### config.mk
export PLATFORM = sky130hd
export DESIGN_NAME = pulse_timestamper
export DESIGN_NICKNAME = d
export VERILOG_FILES = /design/src/rtl/time_meas_pkg.sv /design/src/rtl/ts_fifo.sv /design/src/rtl/pulse_timestamper.sv
export SDC_FILE = /design/constraint.sdc
export NUM_CORES = 1
export LEC_CHECK = 0
export CORE_ASPECT_RATIO = 1.1
export CORE_MARGIN = 10
export CORE_UTILIZATION = 65
export CTS_CLUSTER_DIAMETER = 60
export DETAILED_ROUTE_END_ITERATION = 8
export GPL_TIMING_DRIVEN = 0
export MAX_ROUTING_LAYER = met4
export PLACE_DENSITY = 0.84
export SLEW_MARGIN = 15
export SYNTH_ARGS = -nofsm -noshare
export SYNTH_HDL_FRONTEND = slang
export SYNTH_HIERARCHICAL = 1
export SYNTH_SLANG_ARGS = --single-unit
### constraint.sdc
create_clock -name clk300 -period 9.01 [get_ports clk300]
set_input_delay 0.901 -clock clk300 [delete_from_list [all_inputs] [get_ports clk300]]
set_output_delay 0.901 -clock clk300 [all_outputs]
set_load 0.01 [all_outputs]
### src/rtl/time_meas_pkg.sv
// Shared types and constants for the time-measurement chain.
// Timestamps are {coarse clk300 count, fine 1/8-cycle position}.
package time_meas_pkg;

  // Fine-time bits delivered by pin_capt (1/8 clk300 period per LSB).
  localparam int FINE_W = 3;

  // Default coarse width; the timestamp width follows from it.
  localparam int CNT_W_DEF = 16;
  localparam int TS_W_DEF  = CNT_W_DEF + FINE_W;

  typedef logic [TS_W_DEF-1:0] ts_t;

  // One measured pulse: rising-edge timestamp, width in fine LSBs, timeout flag.
  typedef struct packed {
    ts_t  start;
    ts_t  width;
    logic ovf;
  } meas_rec_t;

  // Pulse pairing states.
  typedef enum logic [1:0] {
    ST_IDLE     = 2'd0,
    ST_HIGH     = 2'd1,
    ST_WAIT_LOW = 2'd2
  } state_t;

endpackage

### src/rtl/ts_fifo.sv
// Synchronous first-word-fall-through FIFO for measurement records.
// The head entry is always visible on dout while empty is low.
// A push while full is ignored unless a pop frees a slot in the same cycle.
module ts_fifo
  import time_meas_pkg::*;
#(
  parameter type data_t = meas_rec_t,
  parameter int  DEPTH  = 8
) (
  input  logic  clk300,
  input  logic  rst,
  input  logic  push,
  input  data_t din,
  input  logic  pop,
  output data_t dout,
  output logic  full,
  output logic  empty
);

  localparam int AW = $clog2(DEPTH);

  data_t         mem [DEPTH];
  logic [AW:0]   wr_ptr;
  logic [AW:0]   rd_ptr;
  logic          wr_en;
  logic          rd_en;

  // Extra pointer bit distinguishes full from empty when the indices match.
  assign empty = (wr_ptr == rd_ptr);
  assign full  = (wr_ptr[AW] != rd_ptr[AW]) &&
                 (wr_ptr[AW-1:0] == rd_ptr[AW-1:0]);

  // Popping an empty FIFO does nothing; a simultaneous pop makes room for a push when full.
  assign rd_en = pop && !empty;
  assign wr_en = push && (!full || rd_en);

  // Read and write pointers.
  // NOTE: sequential state uses non-blocking (<=) so every flop samples pre-edge values.
  always_ff @(posedge clk300) begin
    if (rst) begin
      wr_ptr <= '0;
      rd_ptr <= '0;
    end else begin
      if (wr_en) wr_ptr <= wr_ptr + (AW+1)'(1);
      if (rd_en) rd_ptr <= rd_ptr + (AW+1)'(1);
    end
  end

  // Storage array.
  // NOTE: memory contents are not reset; pointers define which entries are valid.
  always_ff @(posedge clk300) begin
    if (wr_en) mem[wr_ptr[AW-1:0]] <= din;
  end

  assign dout = mem[rd_ptr[AW-1:0]];

endmodule

### src/rtl/pulse_timestamper.sv
// Pairs each rising edge from pin_capt with the following falling edge and
// emits {start timestamp, width, overflow} records through a small FIFO
// with a valid/ready read port. Single clock domain (clk300).
module pulse_timestamper
  import time_meas_pkg::*;
#(
  parameter int CNT_W         = 16,
  parameter int MAX_WIDTH_CYC = 1023,
  parameter int FIFO_DEPTH    = 8
) (
  input  logic                    clk300,
  input  logic                    rst,
  input  logic                    str,
  input  logic                    pin_out,
  input  logic [FINE_W-1:0]       ptime,
  output logic                    out_valid,
  input  logic                    out_ready,
  output logic [CNT_W+FINE_W-1:0] out_start,
  output logic [CNT_W+FINE_W-1:0] out_width,
  output logic                    out_ovf,
  output logic                    prot_err,
  output logic [7:0]              drop_cnt
);

  localparam int TS_W  = CNT_W + FINE_W;
  localparam int TMO_W = $clog2(MAX_WIDTH_CYC + 1);

  // Width reported for a timed-out pulse, in fine LSBs.
  localparam logic [TS_W-1:0]  OVF_WIDTH = TS_W'(MAX_WIDTH_CYC) << FINE_W;
  // Counter value in the cycle where the pulse has lasted MAX_WIDTH_CYC cycles.
  localparam logic [TMO_W-1:0] TMO_LAST  = TMO_W'(MAX_WIDTH_CYC - 1);

  typedef struct packed {
    logic [TS_W-1:0] start;
    logic [TS_W-1:0] width;
    logic            ovf;
  } rec_t;

  logic [CNT_W-1:0] coarse;
  logic [TS_W-1:0]  ts;

  state_t           state_q,  state_d;
  logic [TS_W-1:0]  start_q,  start_d;
  logic [TMO_W-1:0] tmo_q,    tmo_d;
  rec_t             rec_q,    rec_d;
  logic             rec_push_q, rec_push_d;
  logic             perr_set;

  rec_t             head;
  logic             fifo_full;
  logic             fifo_empty;
  logic             pop;
  logic             drop;

  // Free-running coarse time base, wraps modulo 2^CNT_W.
  always_ff @(posedge clk300) begin
    if (rst) coarse <= '0;
    else     coarse <= coarse + CNT_W'(1);
  end

  assign ts = {coarse, ptime};

  // Pairing FSM: state, start latch, timeout counter and the record stage.
  always_ff @(posedge clk300) begin
    if (rst) begin
      state_q    <= ST_IDLE;
      start_q    <= '0;
      tmo_q      <= '0;
      rec_q      <= '0;
      rec_push_q <= 1'b0;
    end else begin
      state_q    <= state_d;
      start_q    <= start_d;
      tmo_q      <= tmo_d;
      rec_q      <= rec_d;
      rec_push_q <= rec_push_d;
    end
  end

  // Next-state and record formation; a strobe always takes priority over the timeout.
  // NOTE: every output of this block gets a default first, so no latches are inferred.
  always_comb begin
    state_d    = state_q;
    start_d    = start_q;
    tmo_d      = tmo_q;
    rec_d      = rec_q;
    rec_push_d = 1'b0;
    perr_set   = 1'b0;

    case (state_q)
      ST_IDLE: begin
        if (str) begin
          if (pin_out) begin
            start_d = ts;
            tmo_d   = '0;
            state_d = ST_HIGH;
          end else begin
            perr_set = 1'b1;
          end
        end
      end

      ST_HIGH: begin
        tmo_d = tmo_q + TMO_W'(1);
        if (str && !pin_out) begin
          // The timeout bounds the width below 2^TS_W, so modulo subtraction is exact.
          rec_d.start = start_q;
          rec_d.width = ts - start_q;
          rec_d.ovf   = 1'b0;
          rec_push_d  = 1'b1;
          state_d     = ST_IDLE;
        end else if (str) begin
          // Double rise: measure from the most recent rising edge.
          perr_set = 1'b1;
          start_d  = ts;
          tmo_d    = '0;
        end else if (tmo_q == TMO_LAST) begin
          rec_d.start = start_q;
          rec_d.width = OVF_WIDTH;
          rec_d.ovf   = 1'b1;
          rec_push_d  = 1'b1;
          state_d     = ST_WAIT_LOW;
        end
      end

      ST_WAIT_LOW: begin
        if (str) begin
          if (pin_out) begin
            perr_set = 1'b1;
            start_d  = ts;
            tmo_d    = '0;
            state_d  = ST_HIGH;
          end else begin
            state_d = ST_IDLE;
          end
        end
      end

      default: state_d = ST_IDLE;
    endcase
  end

  ts_fifo #(
    .data_t (rec_t),
    .DEPTH  (FIFO_DEPTH)
  ) u_fifo (
    .clk300 (clk300),
    .rst    (rst),
    .push   (rec_push_q),
    .din    (rec_q),
    .pop    (pop),
    .dout   (head),
    .full   (fifo_full),
    .empty  (fifo_empty)
  );

  assign out_valid = !fifo_empty;
  assign pop       = out_valid && out_ready;
  assign drop      = rec_push_q && fifo_full && !pop;

  // Record fields read as zero while nothing is queued, so reset values are clean.
  assign out_start = fifo_empty ? '0   : head.start;
  assign out_width = fifo_empty ? '0   : head.width;
  assign out_ovf   = fifo_empty ? 1'b0 : head.ovf;

  // Sticky protocol-error flag.
  always_ff @(posedge clk300) begin
    if (rst)           prot_err <= 1'b0;
    else if (perr_set) prot_err <= 1'b1;
  end

  // Saturating count of records lost to a full FIFO.
  always_ff @(posedge clk300) begin
    if (rst)                           drop_cnt <= '0;
    else if (drop && drop_cnt != 8'hFF) drop_cnt <= drop_cnt + 8'd1;
  end

endmodule
======== Word level (Yosys, flattened, before mapping) ========
Memories as Yosys holds them, arrays and structs flattened. A register that Yosys moved wholly into a read port is not among the register bits.
Index checks and enable logic that the tools add are counted.
word-level totals
  output and inout port bits .............. 49
  bits in registers ....................... 104
  bits in writable memories ............... 312
  memories ................................ 1
  logic and storage cells ................. 97
operators by class
  reductions and logical operators ........ 22
  equal/unequal tests ..................... 17
  add/subtract/negate cells ............... 6
  bitwise operators ....................... 1
  mux-type cells .......................... 38
memories
  name        words  bits a word  rd ports  clocked after Yosys merged registers in  wr ports  line           RTL
  u_fifo.mem  8      39           1         1                                        1         ts_fifo.sv:22  data_t mem [DEPTH];
operator list
  cell                                                   number
  2-to-1 mux 39 bit                                      3
  2-to-1 mux 19 bit                                      6
  2-to-1 mux 10 bit                                      4
  case mux 19 bit (2 select lines)                       1
  case mux 10 bit (2 select lines)                       1
  subtractor 19 bit                                      1
  adder 16 x 1 -> 16 bit, second input constant          1
  2-to-1 mux 1 bit                                       13
  2-to-1 mux 2 bit                                       6
  adder 10 x 1 -> 10 bit, second input constant          1
  == test 10 bit, second input constant                  1
  inequality test 2 bit, second input constant           5
  AND reduction 5 bit                                    2
  adder 4 x 1 -> 4 bit, second input constant            2
  adder 8 x 1 -> 8 bit, second input constant            1
  logical AND 1 bit                                      8
  inequality test 8 bit, second input constant           1
  2-to-1 mux 3 bit                                       2
  inequality test 2 x 1 -> 1 bit, second input constant  3
  inequality test 3 bit, second input constant           2
  case mux 2 bit (3 select lines)                        1
  AND reduction 3 bit                                    2
  == test 4 bit                                          1
  logical NOT 1 bit                                      4
  10 further kinds                                       12

======== Depth between registers and ports, before layout ========
  word-level depth ........................ 8
  depth in mapped cells ................... 10
  gate-level depth less buffers ........... 10

======== Cells and area by module ========
The synthesis kept the hierarchy.
by module, submodules not included
  module             cells an instance  instances  area an instance (µm²)  sequential area each (µm²)
  ts_fifo            522                1          12398.1                 9589.2
  pulse_timestamper  624                1          4868.4                  1921.8

======== Worst setup path before layout ========
No wires, ideal clock.
  path kind ............................... input -> register
  start point ............................. input out_ready
  end point ............................... memory u_fifo/mem[0][0] (netlist name), enable pin
  cell stages on the path ................. 3
  setup time .............................. 0.533 ns
  buffers on the path ..................... 0
  arrival ................................. 4.996 ns
  path slack .............................. 3.481 ns
  path through ............................ nor2b_4 > o21ai_0 > nor4_1
on the way
  longest elaborated chain between the ends .. 6
RTL lines
  element                                 line                      RTL
  from (decl)                             pulse_timestamper.sv:17   input logic out_ready,
  logical AND 1 bit                       pulse_timestamper.sv:158  assign pop = out_valid && out_ready;
  logical AND 1 bit                       ts_fifo.sv:34             assign rd_en = pop && !empty;
  logical OR 1 bit                        ts_fifo.sv:35             assign wr_en = push && (!full || rd_en);
  logical AND 1 bit                       ts_fifo.sv:35
  2-to-1 mux 1 bit                        ts_fifo.sv:52             if (wr_en) mem[wr_ptr[AW-1:0]] <= din;
  2-to-1 mux 1 bit (not written as such)  ts_fifo.sv:52
  to (decl)                               ts_fifo.sv:22
Every way passes these cells.

======== Worst setup path in the final report ========
  start point ............................. register u_fifo.wr_ptr[1]
  end point ............................... output out_width[3]
on the way
  longest elaborated chain between the ends .. 2
RTL lines
  element                 line                      RTL
  from (decl)             ts_fifo.sv:23             logic [AW:0] wr_ptr;
  from (signal assigned)  ts_fifo.sv:44             if (wr_en) wr_ptr <= wr_ptr + (AW+1)'(1);
  == test 4 bit           ts_fifo.sv:29             assign empty = (wr_ptr == rd_ptr);
  net fifo_empty          pulse_timestamper.sv:51   logic fifo_empty;
  2-to-1 mux 19 bit       pulse_timestamper.sv:163  assign out_width = fifo_empty ? '0 : head.width;
  to (decl)               pulse_timestamper.sv:19   output logic [CNT_W+FINE_W-1:0] out_width,
The timed path passes the listed nets, and every way through them passes these cells.

==> results.cfg <==
[detailed_routing]
routedWlPerCell_um = 24.5
drc = 0
vias = 10400
vias_per_cell = 6.26
wirelength_um = 40700
drt-pass1-iter-count = 5
drt-initial-drc-count = 1203
ant_nets = 0

[worst_setup_path]
worstPathArrival_ns = 3.67
r2r-start = u_fifo/wr_ptr[1]$_SDFFE_PP0P_
cp_slowest_cell = nor2_1
path_cells = buf_2 > xnor2_1 > nand3_1 > nor2_1 > clkbuf_1 > nor2b_1 > clkdlybuf4s50_1
cp_data_required_time_ns = 8.11
critPathLaunchType = flop
end_kind = output port
reg2reg_slack_ns = 5.13
startpoint = u_fifo/wr_ptr[1]$_SDFFE_PP0P_
r2r_end = u_fifo/mem[0][37]$_DFFE_PP_
critPathMaxFanout = 10
max_stage_delay_ns = 0.93
critPathKind = flop to output port
r2r_cells = 12
crit_end = out_width[3]

[timing]
rsz0062_at_grt = no
hold_viol_final = 0
fin_worst_skew_ns = 0.00913
tightestPinTransition_ns = 1.23
finalSetupViolCount = 0
drv_slew = 0
fin_ws_ns = 4.44
period_minus_slack_ns = 4.57
finalCritPeriodShare = 0.507
max-slew-margin-rel = 0.180
clock.fmax_mhz = 219

[cts]
insertion_delay_ns = 0.54
cts_buffer_depth = 3
htreeDepth = 2
cts_root_buffer = clkbuf_16
cts.sinks = 419
cts_setup_buffers = 0
cts_buffers = 39
clk_pin_slew_worst_paths_ns = 0.06
cts_resized = 0
cts_hold_buf = 0
tritoncts = built

[cells_and_area]
diodes = 0
nNetsFinal = 1311
mostFrequentLayoutCells = edfxtp_1 (312), nand2_1 (112), dfxtp_1 (107)
final_common_cell = edfxtp_1
fill_cells = 1452
seq_area_um2 = 11500
syn_to_final_growth_pct = 15.7
drive_gt1_frac = 0.193
multiInputGateArea_um2 = 5400

[logic_synthesis]
synth_edf_count = 312
synthFlopType = edfxtp_1
async_reset_ff_frac = 0
netlist_instances = 1146
synth_seq_cells = 419
ys_types = 63
ys_warn_count = 6
synthesis.area_um2 = 17300
avgSynthCellArea_um2 = 15.1
ys_seq_area_frac = 0.667
syn_nets = 1180

[power]
peakVddDrop_mv = 0.154
finalPower_uw = 3830
p_per_area_nw_per_um2 = 192
leakagePower_uw = 0.00666

[floorplanning]
die_h_um = 191
io_pins = 57
coreArea_um2 = 26100
rows = 62
initial_core_util = 0.660
dieArea_um2 = 33500
fp.dieW_um = 175

[grt]
grt_pass1_vias = 10500
grt_max_degree = 22
antenna_found_initial = 0
grt-ovfl-total = 0
gr-usage-all-layers = 0.251
grt_pass1_wl_um = 61800

[place]
port_buffers = 55
dpl.hpwl_um = 26500
place.gp.congestion = 0.894
place_ws_ns = 5.04

[min_path]
hp-start = start_q[14]$_SDFFE_PP0P_
hold_path.class = flop to flop

[run]
cap_violations = 0

[status]
status = finished clean
[stage by stage]
step                TNS (ns)  cell area, µm²   util  hold WS [ns]  cells
finish                     0           20000  0.764         0.477   1660
global route               0           20000  0.764         0.494   1660
CTS                        0           20000  0.764         0.475   1660
floorplan                  0           17300      -         0.445   1146
global placement      -45.40           18300  0.698         0.456   1553
detailed placement         0           18700  0.715         0.467   1588
[sequential cells by signal, indices dropped and copies added, names as in the netlist, named ones only]
| signal | cells |
|---|---|
| drop_cnt | 8 |
| coarse | 16 |
| prot_err | 1 |
| tmo_q | 10 |
| u_fifo/wr_ptr | 4 |
| rec_q | 39 |
| rec_push_q | 1 |
| u_fifo/rd_ptr | 4 |
| start_q | 19 |
| u_fifo/mem | 312 |
| state_q | 2 |
[worst max-delay path, delay by kind of cell (launching register included)]
| kind | cells | cell delay, ns |
|---|---|---|
| buffers and inverters | 3 | 1.34 |
| flip-flops | 1 | 0.32 |
| AND/OR/NAND/NOR | 3 | 1.21 |
| XOR/XNOR | 1 | 0.26 |
[cells by family (layout without fill, tap and decap cells)]
logic type      Yosys count  after routing  synth area share
compound gates          151            151            0.0526
xor+xnor                 40             40            0.0203
buf+inv                  83            245            0.0236
fa+ha+maj                26             26            0.0193
simple gates            305            305            0.0830
mux                     122            122             0.135
flops                   419            419             0.667
[cells in the mapped netlist, drive strengths merged, types with 3 or more instances]
cell	count	area share
and3	4	0.0014
a21oi	76	0.022
xor2	18	0.0091
a311oi	8	0.0054
mux4	78	0.10
buf	24	0.011
mux2	41	0.031
edfxtp	312	0.54
clkbuf	29	0.0063
and2	4	0.0014
inv	30	0.0065
o21ai	34	0.0099
nand2b	10	0.0036
nor2b	48	0.018
nand4	12	0.0047
mux2i	3	0.0017
dfxtp	107	0.12
ha	25	0.018
nor2	79	0.018
o211ai	3	0.0013
nand3	16	0.0049
nand2	113	0.025
xnor2	22	0.011
a211oi	6	0.0026
a21o	4	0.0017
nor3	10	0.0029
or3	4	0.0014
[routing by layer]
layer | GRT usage | wire [µm]
met1 | 0.307 | 15300
met5 | - | 0
met2 | 0.420 | 20800
met3 | 0.0339 | 3130
met4 | 0.0998 | 1560
[power breakdown]
group | switching (µW) | leakage [µW] | internal [µW] | total, µW
combinational | 73.2 | 0.00227 | 45.2 | 118
sequential | 11.9 | 0.00376 | 2060 | 2070
clock | 694 | 0.000635 | 944 | 1640
total | 779 | 0.00666 | 3050 | 3830
[worst min-delay path by stage]
stage                                    end  slack [ns]  cells past startpoint
floorplan               coarse[0]$_SDFF_PP0_        0.44                      1
global placement       prot_err$_SDFFE_PP0P_        0.46                      2
detailed placement    rec_q[26]$_SDFFE_PP0P_        0.47                      2
CTS                  start_q[9]$_SDFFE_PP0P_        0.48                      2
global route        start_q[14]$_SDFFE_PP0P_        0.49                      2
finish              start_q[14]$_SDFFE_PP0P_        0.48                      2
[layout make-up]
type,count,share of cell area
Sequential cell,419,0.576
Clock buffer,58,0.0572
Multi-Input combinational cell,644,0.270
Buffer,53,0.0147
Tap cell,352,0.0220
Inverter,30,0.00564
Timing Repair Buffer,90,0.0471
Clock inverter,14,0.00689
Note: power is estimated with default switching activity, not from simulation.
